--- config.mk ---
export PLATFORM = sky130hd
export DESIGN_NAME = fphub_special_case_detector
export DESIGN_NICKNAME = d
export VERILOG_FILES = /design/src/rtl/fphub_special_case_detector.sv
export SDC_FILE = /design/constraint.sdc
export NUM_CORES = 1
export LEC_CHECK = 0
export CAP_MARGIN = 20
export CORE_MARGIN = 2
export CORE_UTILIZATION = 45
export CTS_CLUSTER_DIAMETER = 200
export DETAILED_ROUTE_END_ITERATION = 16
export PLACE_DENSITY_LB_ADDON = 0.1
export RECOVER_POWER = 50
export SYNTH_ARGS = -nofsm -noshare
export SYNTH_HDL_FRONTEND = slang
export SYNTH_SLANG_ARGS = --single-unit
--- constraint.sdc ---
create_clock -name clk -period 1.9 [get_ports clk]
set_input_delay 0.57 -clock clk [delete_from_list [all_inputs] [get_ports clk]]
set_output_delay 0.57 -clock clk [all_outputs]
set_load 0.02 [all_outputs]
--- src/rtl/fphub_special_case_detector.sv ---
// fphub_special_case_detector
//   Operand classifier at the input of the HUB floating-point multiplier.
//   Each operand of a pair (X, Y) is classified combinationally into a
//   special-case code. The codes are registered together with the operands
//   in a valid/ready stage that has a skid buffer. A saturating counter
//   tracks the special pairs that are delivered downstream.
//
// Ports
//   clk, rst                  clock, synchronous active-high reset
//   in_valid / in_ready       upstream handshake (in_ready from registered skid state)
//   X, Y                      operands {sign, exp[E-1:0], man[M-1:0]}
//   out_valid / out_ready     downstream handshake
//   X_out, Y_out              registered operands
//   X_special_case,
//   Y_special_case            case codes belonging to X_out / Y_out
//   is_special                either code is not NONE
//   count_clr                 synchronous clear of special_count
//   special_count             saturating count of delivered special pairs
module fphub_special_case_detector #(
  parameter int M            = 23,
  parameter int E            = 8,
  parameter int special_case = 7,
  parameter int CNT_W        = 16,
  localparam int CW          = $clog2(special_case),
  localparam int W           = E + M + 1
) (
  input  logic             clk,
  input  logic             rst,
  input  logic             in_valid,
  output logic             in_ready,
  input  logic [W-1:0]     X,
  input  logic [W-1:0]     Y,
  output logic             out_valid,
  input  logic             out_ready,
  output logic [W-1:0]     X_out,
  output logic [W-1:0]     Y_out,
  output logic [CW-1:0]    X_special_case,
  output logic [CW-1:0]    Y_special_case,
  output logic             is_special,
  input  logic             count_clr,
  output logic [CNT_W-1:0] special_count
);

  typedef enum logic [CW-1:0] {
    NONE   = 0,
    INF_P  = 1,
    INF_N  = 2,
    ZERO_P = 3,
    ZERO_N = 4,
    ONE_P  = 5,
    ONE_N  = 6
  } code_e;

  typedef struct packed {
    logic [W-1:0] x;
    logic [W-1:0] y;
    code_e        xc;
    code_e        yc;
  } pair_t;

  function automatic code_e classify(input logic [W-1:0] v);
    logic [E-1:0] ex;
    logic [M-1:0] man;
    logic         sgn;
    code_e        c;
    ex  = v[W-2:M];
    man = v[M-1:0];
    sgn = v[W-1];
    c   = NONE;
    if ((&ex) && (&man))
      c = sgn ? INF_N : INF_P;
    else if ((ex == '0) && (man == '0))
      c = sgn ? ZERO_N : ZERO_P;
    else if ((ex == {1'b1, {(E-1){1'b0}}}) && (man == '0))
      c = sgn ? ONE_N : ONE_P;
    return c;
  endfunction

  pair_t            main_q, main_d;
  pair_t            skid_q, skid_d;
  logic             main_valid_q, main_valid_d;
  logic             skid_valid_q, skid_valid_d;
  logic [CNT_W-1:0] cnt_q, cnt_d;

  pair_t in_pair;
  logic  accept;
  logic  fire;

  // in_ready depends only on registered skid state (and reset), never on out_ready.
  assign in_ready       = !skid_valid_q && !rst;
  assign out_valid      = main_valid_q;
  assign X_out          = main_q.x;
  assign Y_out          = main_q.y;
  assign X_special_case = main_q.xc;
  assign Y_special_case = main_q.yc;
  assign is_special     = (main_q.xc != NONE) || (main_q.yc != NONE);
  assign special_count  = cnt_q;

  always_comb begin
    in_pair.x  = X;
    in_pair.y  = Y;
    in_pair.xc = classify(X);
    in_pair.yc = classify(Y);

    accept = in_valid && in_ready;
    fire   = main_valid_q && out_ready;

    main_d       = main_q;
    skid_d       = skid_q;
    main_valid_d = main_valid_q;
    skid_valid_d = skid_valid_q;

    if (!main_valid_q || fire) begin
      if (skid_valid_q) begin
        // Skid holds the older pair; it must leave first to keep ordering.
        main_d       = skid_q;
        main_valid_d = 1'b1;
        skid_valid_d = 1'b0;
      end else if (accept) begin
        main_d       = in_pair;
        main_valid_d = 1'b1;
      end else begin
        main_valid_d = 1'b0;
      end
    end else if (accept) begin
      skid_d       = in_pair;
      skid_valid_d = 1'b1;
    end

    cnt_d = cnt_q;
    if (count_clr)
      cnt_d = '0;
    else if (fire && is_special && (cnt_q != '1))
      cnt_d = cnt_q + CNT_W'(1);
  end

  always_ff @(posedge clk) begin
    if (rst) begin
      main_q       <= '0;
      skid_q       <= '0;
      main_valid_q <= 1'b0;
      skid_valid_q <= 1'b0;
      cnt_q        <= '0;
    end else begin
      main_q       <= main_d;
      skid_q       <= skid_d;
      main_valid_q <= main_valid_d;
      skid_valid_q <= skid_valid_d;
      cnt_q        <= cnt_d;
    end
  end

endmodule

# After elaboration in Yosys (flattened, before gate mapping)
# Index checks and enable logic that the tools add are counted.
# Widths: inputs -> output; s select.
[word_totals] input_bits=69 regBits=158
[op_classes] muxes=16 n_bitwise=1 add_sub_neg=1 eq_ne=3 n_reduce_logical=31
[op_table] op="$mux 70" n=2
[op_table] op="$logic_not 23->1" n=2
[op_table] op="$reduce_and 23->1" n=2
[op_table] op="$mux 3" n=8
[op_table] op="$add 16x1->16 const B" n=1
[op_table] op="$eq 8x8->1 const B" n=2
[op_table] op="$logic_not 8->1" n=2
[op_table] op="$ne 16x16->1 const B" n=1
[op_table] op="$reduce_and 8->1" n=2
[op_table] op="$logic_and 1x1->1" n=11
[op_table] op="$mux 2" n=4
[op_table] op="$reduce_bool 3->1" n=2
[op_table] op="$reduce_and 2->1" n=2
[op_table] op="$reduce_or 2->1" n=2
[op_table] op="$logic_not 1->1" n=3
[op_table] op="$logic_or 1x1->1" n=2
[op_table] op="$mux 1" n=2
[op_table] op="$reduce_bool 2->1" n=1
[op_table] op="$not 1->1" n=1

# Logic depth before layout (Yosys ltp)
# Gate-level depths: netlist of run 1.
[depth] ltp_word=7 mapped_depth=8 ltp_nobuf=6

# Least setup slack after synthesis of run 1
# No wires, ideal clock.
[synth_path] path_type="input-to-reg" from="input rst" to="register skid_q[49] (netlist name)" setup_ps=70 required_time_ps=1830 t_arrival_ps=1921 stages=7 path_slack_ps=-91 path_cell_list="nor2_1 -> and3_1 -> clkbuf_1 -> buf_2 -> buf_1 -> nand2_1 -> a21oi_1"
[synth_between] elab_chain_cells=4
[synth_rtl] element="start: declaration" line_no="28" source="input logic rst,"
[synth_rtl] element="$logic_not 1->1" line_no="90" source="assign in_ready = !skid_valid_q && !rst;"
[synth_rtl] element="$logic_and 1x1->1" line_no="90"
[synth_rtl] element="$logic_and 1x1->1" line_no="105" source="accept = in_valid && in_ready;"
[synth_rtl] element="$reduce_and 2->1 (no source line)"
[synth_rtl] element="end signal: assignment" line_no="146" source="skid_q <= skid_d;"
[synth_rtl] element="end: declaration" line_no="80" source="pair_t skid_q, skid_d;"
# Parallel ways exist; a longest one is shown, timed or not.
# A chain may end at the register's enable or synchronous reset.

# Worst setup path after layout of run 1
[layout_path] from="register main_q, in the netlist X_special_case[1]" to="output is_special"
[layout_between] elab_chain_cells=2
[layout_rtl] element="start: declaration" line_no="79" source="pair_t main_q, main_d;"
[layout_rtl] element="start signal: assignment" line_no="145" source="main_q <= main_d;"
[layout_rtl] element="$reduce_bool 3->1" line_no="96" source="assign is_special = (main_q.xc != NONE) || (main_q.yc != NONE);"
[layout_rtl] element="$logic_or 1x1->1" line_no="96"
[layout_rtl] element="end: declaration" line_no="39" source="output logic is_special,"
# Every way passes these cells.

==> results of run 1 <==
-- where the power goes --
group,total [W],switching [W],internal [W]
Clock,0.00342,0.00135,0.00208
Sequential,0.00353,0.0000771,0.00345
Combinational,0.00120,0.000658,0.000542
Total,0.00815,0.00208,0.00607
-- how the worst max path moves through the flow --
stage                                              start  slack [ns]                             end  cells after the start
after CTS                 Y_special_case[0]$_SDFFE_PP0P_       -0.13                      is_special                      4
after floorplan            special_count[2]$_SDFFE_PP0P_       0.004   special_count[1]$_SDFFE_PP0P_                      6
after global routing      X_special_case[1]$_SDFFE_PP0P_       -0.12                      is_special                      4
after detailed placement                            X[0]       -0.71  X_special_case[0]$_SDFFE_PP0P_                      6
final                     X_special_case[1]$_SDFFE_PP0P_       -0.08                      is_special                      4
after global placement                              X[0]       -0.66          skid_q[4]$_SDFFE_PP0P_                      6
-- cells in the mapped netlist, types with 3 or more instances --
| library cell | count |
|---|---|
| dfxtp_1 | 158 |
| nand2_1 | 147 |
| nor2_1 | 98 |
| a21oi_1 | 73 |
| mux2i_1 | 65 |
| a211oi_1 | 64 |
| clkbuf_1 | 40 |
| nand4_1 | 18 |
| nor4_1 | 16 |
| buf_1 | 11 |
| o211ai_1 | 10 |
| o21ai_0 | 9 |
| xor2_1 | 8 |
| nor3_1 | 7 |
| or4_1 | 6 |
| buf_2 | 5 |
| nand3_1 | 5 |
| or3_1 | 5 |
| a311oi_1 | 4 |
| inv_1 | 3 |
-- repair_timing --
| item | CTS | global route |
|---|---|---|
| gates resized for setup | 147 | 59 |
| cloned | 0 | 2 |
| setup buffers | 0 | 4 |
| pin swaps | 19 | 30 |
| setup endpoints to repair | 101 | 48 |
-- cell type report --
cell class	count	area, um^2	share of cell area
sequential	158	3180	0.320
inverter	3	11.3	0.00113
clock inverter	10	109	0.0109
timing repair buffer	282	2500	0.251
clock buffer	22	485	0.0488
tap	184	230	0.0231
multi-input combinational	564	3440	0.345
-- flip-flops by register name, summed over array words and instances (netlist names) --
name and count:
skid_q 70, X_special_case 3, X_out 32, Y_special_case 3
special_count 16, out_valid 1, skid_valid_q 1, Y_out 32
-- logic make-up after synthesis --
logic type | count (synthesis)
muxes | 65
DFF | 158
adders and majority gates | 1
buffers and inverters | 60
xor gates and xnor gates | 9
AOI/OAI and AO/OA | 170
and+or+nand+nor | 319
-- placed cells by master (no fill, tap or decap), types with 3 or more instances in the layout --
master           instances
clkbuf_1                 4
a311oi_1                 3
dfxtp_1                148
buf_12                   7
buf_6                    3
clkbuf_2                11
nor4_1                   3
a21oi_1                 73
nand2_2                  4
clkdlybuf4s50_1         15
mux2i_1                 65
clkinv_2                 5
nor2_1                  96
nand4_1                 18
or4_1                    4
nand3_1                  4
nor4_4                   4
inv_1                    3
clkbuf_16               20
or3_1                    5
nor4_2                  11
or4_4                    3
o211ai_1                10
dlymetal6s2s_1          14
nand2_1                143
o21ai_0                  5
nor3_1                   7
o21ai_1                  6
dfxtp_2                  8
clkbuf_8                 3
xor2_1                   8
buf_4                  107
dlygate4sd2_1          115
a211oi_1                64
-- per-stage QoR --
stage / std cells / utilization
after CTS: 1217 / 0.675
after global placement: 1185 / 0.639
after global routing: 1223 / 0.687
after floorplan: 782 / -
after detailed placement: 1185 / 0.639
final: 1223 / 0.687
-- per-layer routing --
| layer | global-route usage | vias up | part of all wire |
|---|---|---|---|
| met3 | 0.0479 | 39 | 0.049 |
| met1 | 0.305 | 3144 | 0.43 |
| met5 | 0 | - | 0 |
| met4 | 0.0993 | 0 | 0.026 |
| li1 | - | 3276 | - |
| met2 | 0.413 | 205 | 0.49 |
-- critical path, delay by kind of cell (launching register included) --
family / cells / cell delay, ns
simple gates: 2 / 0.35
flops: 1 / 0.34
buf+inv: 2 / 0.30
==> summary.md, run 1 <==
| Metric | Value |
|---|---|
| Boundary Pins | 158 |
| Final Skew | 0.00676 ns |
| Synthesized Nets | 852 |
| Post-Synth XOR/XNOR Area | 0.0119 |
| Pre-CTS setup slack | -0.709 ns |
| Rel. slew slack | 0.640 |
| Fin. max-slew vios | 0 |
| Avg WL per Cell | 16.1 um |
| Post-synth ARST share | 0 |
| PortBufs | 157 |
| Hold_buf cts | 0 |
| CTS tree | built |
| DR pass1 iterations | 7 |
| Cts bufs inserted | 17 |
| Initial drt markers | 456 |
| Total power | 0.00815 W |
| Fin nets | 1096 |
| Post-Syn Area per Cell | 8.50 um^2 |
| Final setup TNS | -0.0775 ns |
| Area after DPL | 9260 um^2 |
| Synth top area share | 0.476 |
| Die ar. | 15800 um^2 |
| Vias | 6664 |
| Die Span Y | 126 um |
| Clock Latency Late Sink | 0.42 ns |
| Worst Tran Pin Value | 0.540 ns |
| N_diodes | 0 |
| Largest family of logic cells by synthesized area | simple AND/OR/NAND/NOR gates |
| First-pass GRT wire length | 31600 um |
| Final Cell Area | 9950 um^2 |
| Worst setup SP type | flip-flop |
| RSZ-0062 raised after global routing | true |
| Fmax | 506 MHz |
| R2r startpoint | special_count[0]$_SDFFE_PP0P_ |
| Area Growth Syn to Fin | 49.7% |
| Synth Area in Compound Gates | 0.164 |
| WS Path Type | flip-flop to primary output |
| Prevailing post-synth register cell | dfxtp_1 |
| Clock buffer depth | 2 |
| YS warnings | 0 |
| Fillcell total | 1246 |
| Worst-path fanout max | 2 |
| Vias per cell | 5.45 |
| MaxCap Viol Count | 0 |
| Hold path depth | 2 |
| #FFs+latches synth | 158 |
| Largest net degree at the start of global routing | 91 |
| Unique cell type count in the Yosys netlist | 41 |
| Tcrit/Tclk final | 1.04 |
| Num Clock Sinks | 158 |
| Initial Utilization | 0.459 |
| Hold Path Class | flip-flop to flip-flop |
| FF-to-FF path depth | 7 |
| Number of synthesized flops with an enable pin | 0 |
| Register area share after synthesis | 0.476 |
| H-tree depth | 4 |
| Final ANT Viol Nets | 0 |
| Vias in the first global route | 6458 |
| Syn Inst Count | 782 |
| R2r endpoint | special_count[1]$_SDFFE_PP0P_ |
| Leading area contributor after synthesis | dfxtp_1 |
| Die X | 126 um |
| Leak Pwr | 4.05 nW |
| Slowest CP cell | dfxtp_2 |
| Initial antenna violation count | 0 |
| Gr usage total | 0.244 |
| CP peak stage delay | 0.34 ns |
| Worst EP required | 1.33 ns |
| VDD IR-drop max | 0.000643 V |
| Final Worst Setup Slack | -0.0775 ns |
| Synth Cell Area | 6650 um^2 |
| Layout cell share with drive strength beyond 1 | 0.203 |
| Worst min-delay path endpoint | skid_q[46]$_SDFFE_PP0P_ |
| Synth top area cells | dfxtp_1 48%, mux2i_1 9.8%, nand2_1 8.3% |
| Status | complete, but fails checks |
| R2r setup slk | 0.03 ns |
| Drt total wl | 19700 um |
| Routability cong. | 0.878 |
| Violated checks | negative setup slack |
| Critical path arrival | 1.41 ns |
| Post-synthesis mux area share | 0.0979 |
| Hold Crit Start | skid_q[46]$_SDFFE_PP0P_ |
| Pwr dens | 819 nW/um^2 |
| Post-route DRC | 0 |
| Critical-path cell list | nor4_4 -> buf_4 -> nand2_2 -> buf_6 |
| Adder-cell share of the synthesized area | 0.00188 |
| Clk pin slew, worst setup/hold paths | 0.06 ns |
| Final hold violations | 0 |
| Synth Area in Simple Gates | 0.213 |
| Rows | 44 |
| Total grt overflow | 0 |
| Final min period | 1.98 ns |
| Final HPWL DP | 13500 um |
| Worst Hold Margin | 0.452 ns |
| Critical Path Sink Type | primary output |
| Count of final setup violators | 1 |
| Root Driver | clkbuf_16 |
| CORE AREA | 14500 um^2 |
Note: power is estimated with default switching activity, not from simulation.
==> run 2, diff against run 1 <==
--- a/config.mk
+++ b/config.mk
@@ -10,6 +10,7 @@
 export CORE_UTILIZATION = 45
 export CTS_CLUSTER_DIAMETER = 200
 export DETAILED_ROUTE_END_ITERATION = 16
+export GPL_TIMING_DRIVEN = 0
 export PLACE_DENSITY_LB_ADDON = 0.1
 export RECOVER_POWER = 50
 export SYNTH_ARGS = -nofsm -noshare
==> constraint.sdc (replaced) <==
create_clock -name clk -period 1.9 [get_ports clk]
set_input_delay 0.475 -clock clk [delete_from_list [all_inputs] [get_ports clk]]
set_output_delay 0.475 -clock clk [all_outputs]
set_load 0.02 [all_outputs]
==> summary.md, run 2 (same netlist as run 1, synthesis figures left out) <==
| Metric | Value |
|---|---|
| Status | complete, but fails checks |
| Violated checks | negative setup slack |
| Pwr dens | 848 nW/um^2 (+3.6%) |
| Comb pwr share | 0.143 (-0.004) |
| Layout cell share with drive strength beyond 1 | 0.128 (-0.0749) |
| CTS tree | built |
| Num Clock Sinks | 158 (unchanged) |
| DR pass1 iterations | 4 (-3) |
| Switching pwr | 0.00202 W (-2.7%) |
| Area Growth Syn to Fin | 38.9% |
| Fin nets | 1041 (-5.0%) |
| Die X | 126 um (unchanged) |
| H-tree depth | 4 (unchanged) |
| Register area | 3190 um^2 (+0.24%) |
| Post-route DRC | 0 (unchanged) |
| Total power | 0.00783 W (-3.9%) |
| Boundary Pins | 158 (unchanged) |
| Count of final setup violators | 1 (unchanged) |
| Worst-path fanout max | 3 (+1) |
| Final Skew | 0.00641 ns (-0.000349 ns) |
| Fin. max-slew vios | 0 (unchanged) |
| First-pass GRT wire length | 30900 um (-2.2%) |
| Vias | 6379 (-4.3%) |
| FF-to-FF path depth | 6 (-1) |
| Rows | 44 (unchanged) |
| WS Path Type | flip-flop to primary output |
| Clk pin slew, worst setup/hold paths | 0.06 ns (about the same) |
| Tcrit/Tclk final | 1.00 (-0.0396) |
| Hold Path Class | input pin to flip-flop |
| Initial antenna violation count | 0 (unchanged) |
| Total grt overflow | 0 (unchanged) |
| Worst EP required | 1.42 ns (+0.09 ns) |
| Final ANT Viol Nets | 0 (unchanged) |
| Cts bufs inserted | 17 (unchanged) |
| Worst setup SP type | flip-flop |
| Routability cong. | 0.828 (-5.7%) |
| Fillcell total | 1323 (+6.2%) |
| Fin util | 0.638 (-0.0495) |
| Final min period | 1.90 ns (-0.0753 ns) |
| RSZ-0062 raised after global routing | true |
| Worst Tran Pin Value | 0.789 ns (+0.248 ns) |
| Vias in the first global route | 5986 (-7.3%) |
| Fmax | 526 MHz (+4.0%) |
| Area of the multi-input gates | 3430 um^2 (-0.22%) |
| N_diodes | 0 (unchanged) |
| Final hold violations | 0 (unchanged) |
| Final Cell Area | 9240 um^2 (-7.2%) |
| Sw frac | 0.258 (+0.00321) |
| Rel. slew slack | 0.474 (-0.166) |
| Drt total wl | 19200 um (-2.6%) |
| Final HPWL DP | 13400 um (-0.77%) |
| Hold path depth | 3 (+1) |
| Die Span Y | 126 um (unchanged) |
| MaxCap Viol Count | 0 (unchanged) |
| Hold_buf cts | 0 (unchanged) |
| Initial Utilization | 0.459 (unchanged) |
| Gr usage total | 0.242 (-0.00215) |
| Root Driver | clkbuf_16 |
| Finished Layout Cells | 1167 (-4.6%) |
| Initial drt markers | 407 (-11%) |
| Critical path arrival | 1.43 ns (+0.02 ns) |
| Leak Pwr | 3.34 nW (-18%) |
| Largest net degree at the start of global routing | 20 (-78%) |
| VDD IR-drop max | 0.000721 V (+12%) |
| Seq pwr share | 0.450 (+0.017) |
| Placed cells | 1123 (-5.2%) |
| Die ar. | 15800 um^2 (unchanged) |
| Most frequent cells in the layout | 150 x dfxtp_1, 147 x nand2_1, 94 x nor2_1, 83 x clkdlybuf4s50_1, 72 x a21oi_1 |
| Int Pwr | 0.00581 W (-4.3%) |
| Vias per cell | 5.47 (+0.32%) |
| Clock buffer depth | 2 (unchanged) |
| Area after DPL | 8460 um^2 (-8.6%) |
| Critical Path Sink Type | primary output |
| Final Worst Setup Slack | -0.00218 ns (+0.0753 ns) |
| PortBufs | 157 (unchanged) |
| CORE AREA | 14500 um^2 (unchanged) |
| Clock Latency Late Sink | 0.43 ns (about the same) |
| Max reg flops | 70 (unchanged) |
| Clk pwr share | 0.406 (-0.014) |
| Avg WL per Cell | 16.5 um (+2.1%) |
| Largest Register | skid_q |
| Commonest non-fill, non-tap cell in the layout | dfxtp_1 |
run 2: cell types whose count changed in the layout (fill, tap and decap cells not counted), moves of 5 or more:
cell / delta
buf_12: -7
buf_2: +6
buf_4: -87
clkbuf_1: +32
clkbuf_2: +14
clkdlybuf4s50_1: +68
dfxtp_2: -6
dlygate4sd2_1: -80
nor4_1: +5
run 2: worst paths after layout:
path	start	end	slack, ns
worst max-delay path	Y_special_case[1]$_SDFFE_PP0P_	is_special	-0.002
worst min-delay path	X[1]	skid_q[39]$_SDFFE_PP0P_	0.35
worst max register to register	special_count[10]$_SDFFE_PP0P_	special_count[1]$_SDFFE_PP0P_	0.05
worst min register to register	skid_q[36]$_SDFFE_PP0P_	skid_q[36]$_SDFFE_PP0P_	0.45
run 2: cell type report:
cell class                      instances  share of cell area
Multi-Input combinational cell        564               0.371
Sequential cell                       158               0.345
Timing Repair Buffer                  174               0.170
Clock buffer                           23              0.0517
Buffer                                 53              0.0284
Tap cell                              184              0.0249
Clock inverter                          8             0.00704
Inverter                                3             0.00122
run 2: per-layer routing:
layer | part of all wire | vias to the layer above | wire length, um | track usage
met3 | 0.054 | 30 | 1040 | 0.0526
met5 | 0 | - | 0 | 0
li1 | - | 3158 | - | -
met1 | 0.46 | 3008 | 8880 | 0.330
met2 | 0.46 | 183 | 8910 | 0.383
met4 | 0.022 | 0 | 414 | 0.0784
run 2: through the flow:
stage               hold WS (ns)  setup slack, ns  TNS (ns)
floorplan                  0.432          0.00364         0
finish                     0.350         -0.00218  -0.00218
global route               0.370          -0.0926     -1.11
CTS                        0.455          -0.0186   -0.0186
global placement           0.440            -1.09   -131.95
detailed placement         0.447            -1.10   -134.22
run 2: power by group through the flow:
| stage | clock network [W] | logic (W) | registers (W) |
|---|---|---|---|
| final | 0.00318 | 0.00112 | 0.00353 |
| after global routing | 0.00339 | 0.00120 | 0.00354 |
| after CTS | 0.00323 | 0.00112 | 0.00354 |
| after detailed placement | 0 | 0.00111 | 0.00361 |
| after global placement | 0 | 0.00110 | 0.00360 |
| after floorplan | 0 | 0.000385 | 0.00374 |
run 2: worst max-delay path, stage by stage (launching register included):
cell     delay [ns]
dfxtp_1        0.35
nor4_4         0.37
nand2_1        0.13
buf_6          0.16
run 2: what timing repair did:
action,CTS,global route
setup endpoints to repair,179,165
gates resized for setup,91,106
setup buffers,7,10
pin swaps,7,13
==> run 3, diff against run 2 <==
--- a/config.mk
+++ b/config.mk
@@ -6,13 +6,16 @@
 export NUM_CORES = 1
 export LEC_CHECK = 0
 export CAP_MARGIN = 20
+export CORE_ASPECT_RATIO = 1.2
 export CORE_MARGIN = 2
 export CORE_UTILIZATION = 45
 export CTS_CLUSTER_DIAMETER = 200
 export DETAILED_ROUTE_END_ITERATION = 16
+export GPL_ROUTABILITY_DRIVEN = 0
 export GPL_TIMING_DRIVEN = 0
 export PLACE_DENSITY_LB_ADDON = 0.1
 export RECOVER_POWER = 50
+export SETUP_SLACK_MARGIN = 0.02
 export SYNTH_ARGS = -nofsm -noshare
 export SYNTH_HDL_FRONTEND = slang
 export SYNTH_SLANG_ARGS = --single-unit
==> summary.md, run 3 (same netlist as run 1, synthesis figures left out) <==
| Metric | Value |
|---|---|
| Largest net degree at the start of global routing | 20 (unchanged) |
| Clock Latency Late Sink | 0.42 ns (about the same) |
| Gr usage total | 0.241 (-0.000440) |
| Drt total wl | 19000 um (-1.1%) |
| Hold Crit Start | Y[11] |
| Area Growth Syn to Fin | 38.6% |
| Worst setup SP type | flip-flop |
| Final hold violations | 0 (unchanged) |
| VDD IR-drop max | 0.000477 V (-34%) |
| Critical Path Sink Type | primary output |
| MaxCap Viol Count | 0 (unchanged) |
| Final min period | 1.92 ns (+0.0192 ns) |
| Tcrit/Tclk final | 1.01 (+0.0101) |
| Initial Utilization | 0.461 (+0.00207) |
| Hold Path Class | input pin to flip-flop |
| Rows | 48 (+9.1%) |
| Fin. max-slew vios | 0 (unchanged) |
| Die X | 115 um (-8.4%) |
| Worst EP required | 1.42 ns (about the same) |
| Post-route DRC | 0 (unchanged) |
| Final setup TNS | -0.0344 ns (-0.0322 ns) |
| Count of final setup violators | 2 (+1) |
| Vias | 6349 (-0.47%) |
| Hold_buf cts | 0 (unchanged) |
| Vias in the first global route | 5942 (-0.74%) |
| Max reg flops | 70 (unchanged) |
| Worst min-delay path endpoint | skid_q[17]$_SDFFE_PP0P_ |
| Root Driver | clkbuf_16 |
| CTS tree | built |
| WS Path Type | flip-flop to primary output |
| Die Span Y | 137 um (+9.2%) |
| First-pass GRT wire length | 29900 um (-3.1%) |
| Clk pin slew, worst setup/hold paths | 0.06 ns (about the same) |
| R2r setup slk | -0.01 ns (-0.06 ns) |
| Fin nets | 1042 (+0.096%) |
| Initial antenna violation count | 0 (unchanged) |
| Status | complete, but fails checks |
| Worst Tran Pin Value | 0.797 ns (+0.00860 ns) |
| N_diodes | 0 (unchanged) |
| Layout cell share with drive strength beyond 1 | 0.140 (+0.0113) |
| H-tree depth | 4 (unchanged) |
| Avg WL per Cell | 16.4 um (-0.29%) |
| Fmax | 520 MHz (-1.0%) |
| RSZ-0062 raised after global routing | true |
| Initial drt markers | 418 (+2.7%) |
| Worst-path fanout max | 3 (unchanged) |
| Vias per cell | 5.49 (+0.39%) |
| Violated checks | negative setup slack |
| Commonest non-fill, non-tap cell in the layout | dfxtp_1 |
| Final Skew | 0.00541 ns (-0.00100 ns) |
| Hold path depth | 3 (unchanged) |
| Rel. slew slack | 0.469 (-0.00574) |
| Total power | 0.00786 W (+0.29%) |
| Total grt overflow | 0 (unchanged) |
| CORE AREA | 14400 um^2 (-0.45%) |
| Cts bufs inserted | 17 (unchanged) |
| Slowest CP cell | nor4_4 |
| PortBufs | 157 (unchanged) |
| R2r endpoint | special_count[14]$_SDFFE_PP0P_ |
| Clock buffer depth | 2 (unchanged) |
| Critical path arrival | 1.45 ns (+0.02 ns) |
| Worst Hold Margin | 0.319 ns (-0.0304 ns) |
| Pwr dens | 853 nW/um^2 (+0.53%) |
| Boundary Pins | 158 (unchanged) |
| Num Clock Sinks | 158 (unchanged) |
| Critical-path cell list | nor4_4 -> nand2_1 -> buf_6 |
| FF-to-FF path depth | 7 (+1) |
| Largest Register | skid_q |
| Die ar. | 15800 um^2 (about the same) |
| Final ANT Viol Nets | 0 (unchanged) |
| Leak Pwr | 3.34 nW (about the same) |
| DR pass1 iterations | 5 (+1) |
| Most frequent cells in the layout | 150 x dfxtp_1, 146 x nand2_1, 94 x nor2_1, 72 x a21oi_1, 65 x mux2i_1 |
| Final Worst Setup Slack | -0.0213 ns (-0.0192 ns) |
| R2r startpoint | special_count[2]$_SDFFE_PP0P_ |
| CP peak stage delay | 0.37 ns (about the same) |
| Final HPWL DP | 13600 um (+1.1%) |
-- run 3: cell type report --
type | count | area [um^2]
Timing Repair Buffer | 174 | 1490
Clock inverter | 6 | 60.1
Inverter | 3 | 11.3
Clock buffer | 23 | 498
Multi-Input combinational cell | 564 | 3450
Tap cell | 175 | 219
Buffer | 54 | 303
Sequential cell | 158 | 3190
Fill cell | 1302 | 5200
-- run 3: worst max path at each step --
stage / end / depth (start not counted) / slack (ns) / start
after floorplan: special_count[1]$_SDFFE_PP0P_ / 6 / 0.005 / special_count[2]$_SDFFE_PP0P_
after global placement: Y_out[23]$_SDFFE_PP0P_ / 7 / -1.23 / rst
after detailed placement: Y_out[18]$_SDFFE_PP0P_ / 7 / -1.25 / rst
after CTS: is_special / 3 / -0.06 / X_special_case[1]$_SDFFE_PP0P_
after global routing: is_special / 3 / -0.08 / Y_special_case[0]$_SDFFE_PP0P_
final: is_special / 3 / -0.02 / Y_special_case[0]$_SDFFE_PP0P_
-- run 3: metrics by stage --
stage / setup slack, ns / utilization / instances / area [um^2]
floorplan: 0.00451 / - / 782 / 6660
global placement: -1.23 / 0.586 / 1114 / 8450
detailed placement: -1.25 / 0.586 / 1114 / 8450
CTS: -0.0580 / 0.632 / 1144 / 9110
global route: -0.0777 / 0.639 / 1157 / 9210
finish: -0.0213 / 0.639 / 1157 / 9210
-- run 3: layer usage --
| layer | GRT usage | vias up | part of all wire |
|---|---|---|---|
| li1 | - | 3150 | - |
| met1 | 0.309 | 2999 | 0.45 |
| met2 | 0.398 | 180 | 0.48 |
| met3 | 0.0651 | 20 | 0.056 |
| met4 | 0.0716 | 0 | 0.014 |
| met5 | 0 | - | 0 |
-- run 3: worst max-delay path, delay by kind of cell, from the launching register on --
kind	cells	cell delay (ns)
buf+inv	1	0.16
flops	1	0.34
simple gates	2	0.52
-- run 3: timing repair --
item / 4_1_cts / 5_1_grt
setup endpoints to repair: 188 / 173
buffers inserted: 4 / 12
gates resized for setup: 118 / 133
gates cloned: 0 / 1
pin swaps: 12 / 22
-- run 3: power breakdown --
group	leakage (nW)	total [W]	switching [W]	internal, W
registers	1.29	0.00353	0.0000808	0.00345
logic	1.77	0.00110	0.000639	0.000457
clock network	0.273	0.00323	0.00128	0.00195
total	3.34	0.00786	0.00200	0.00585
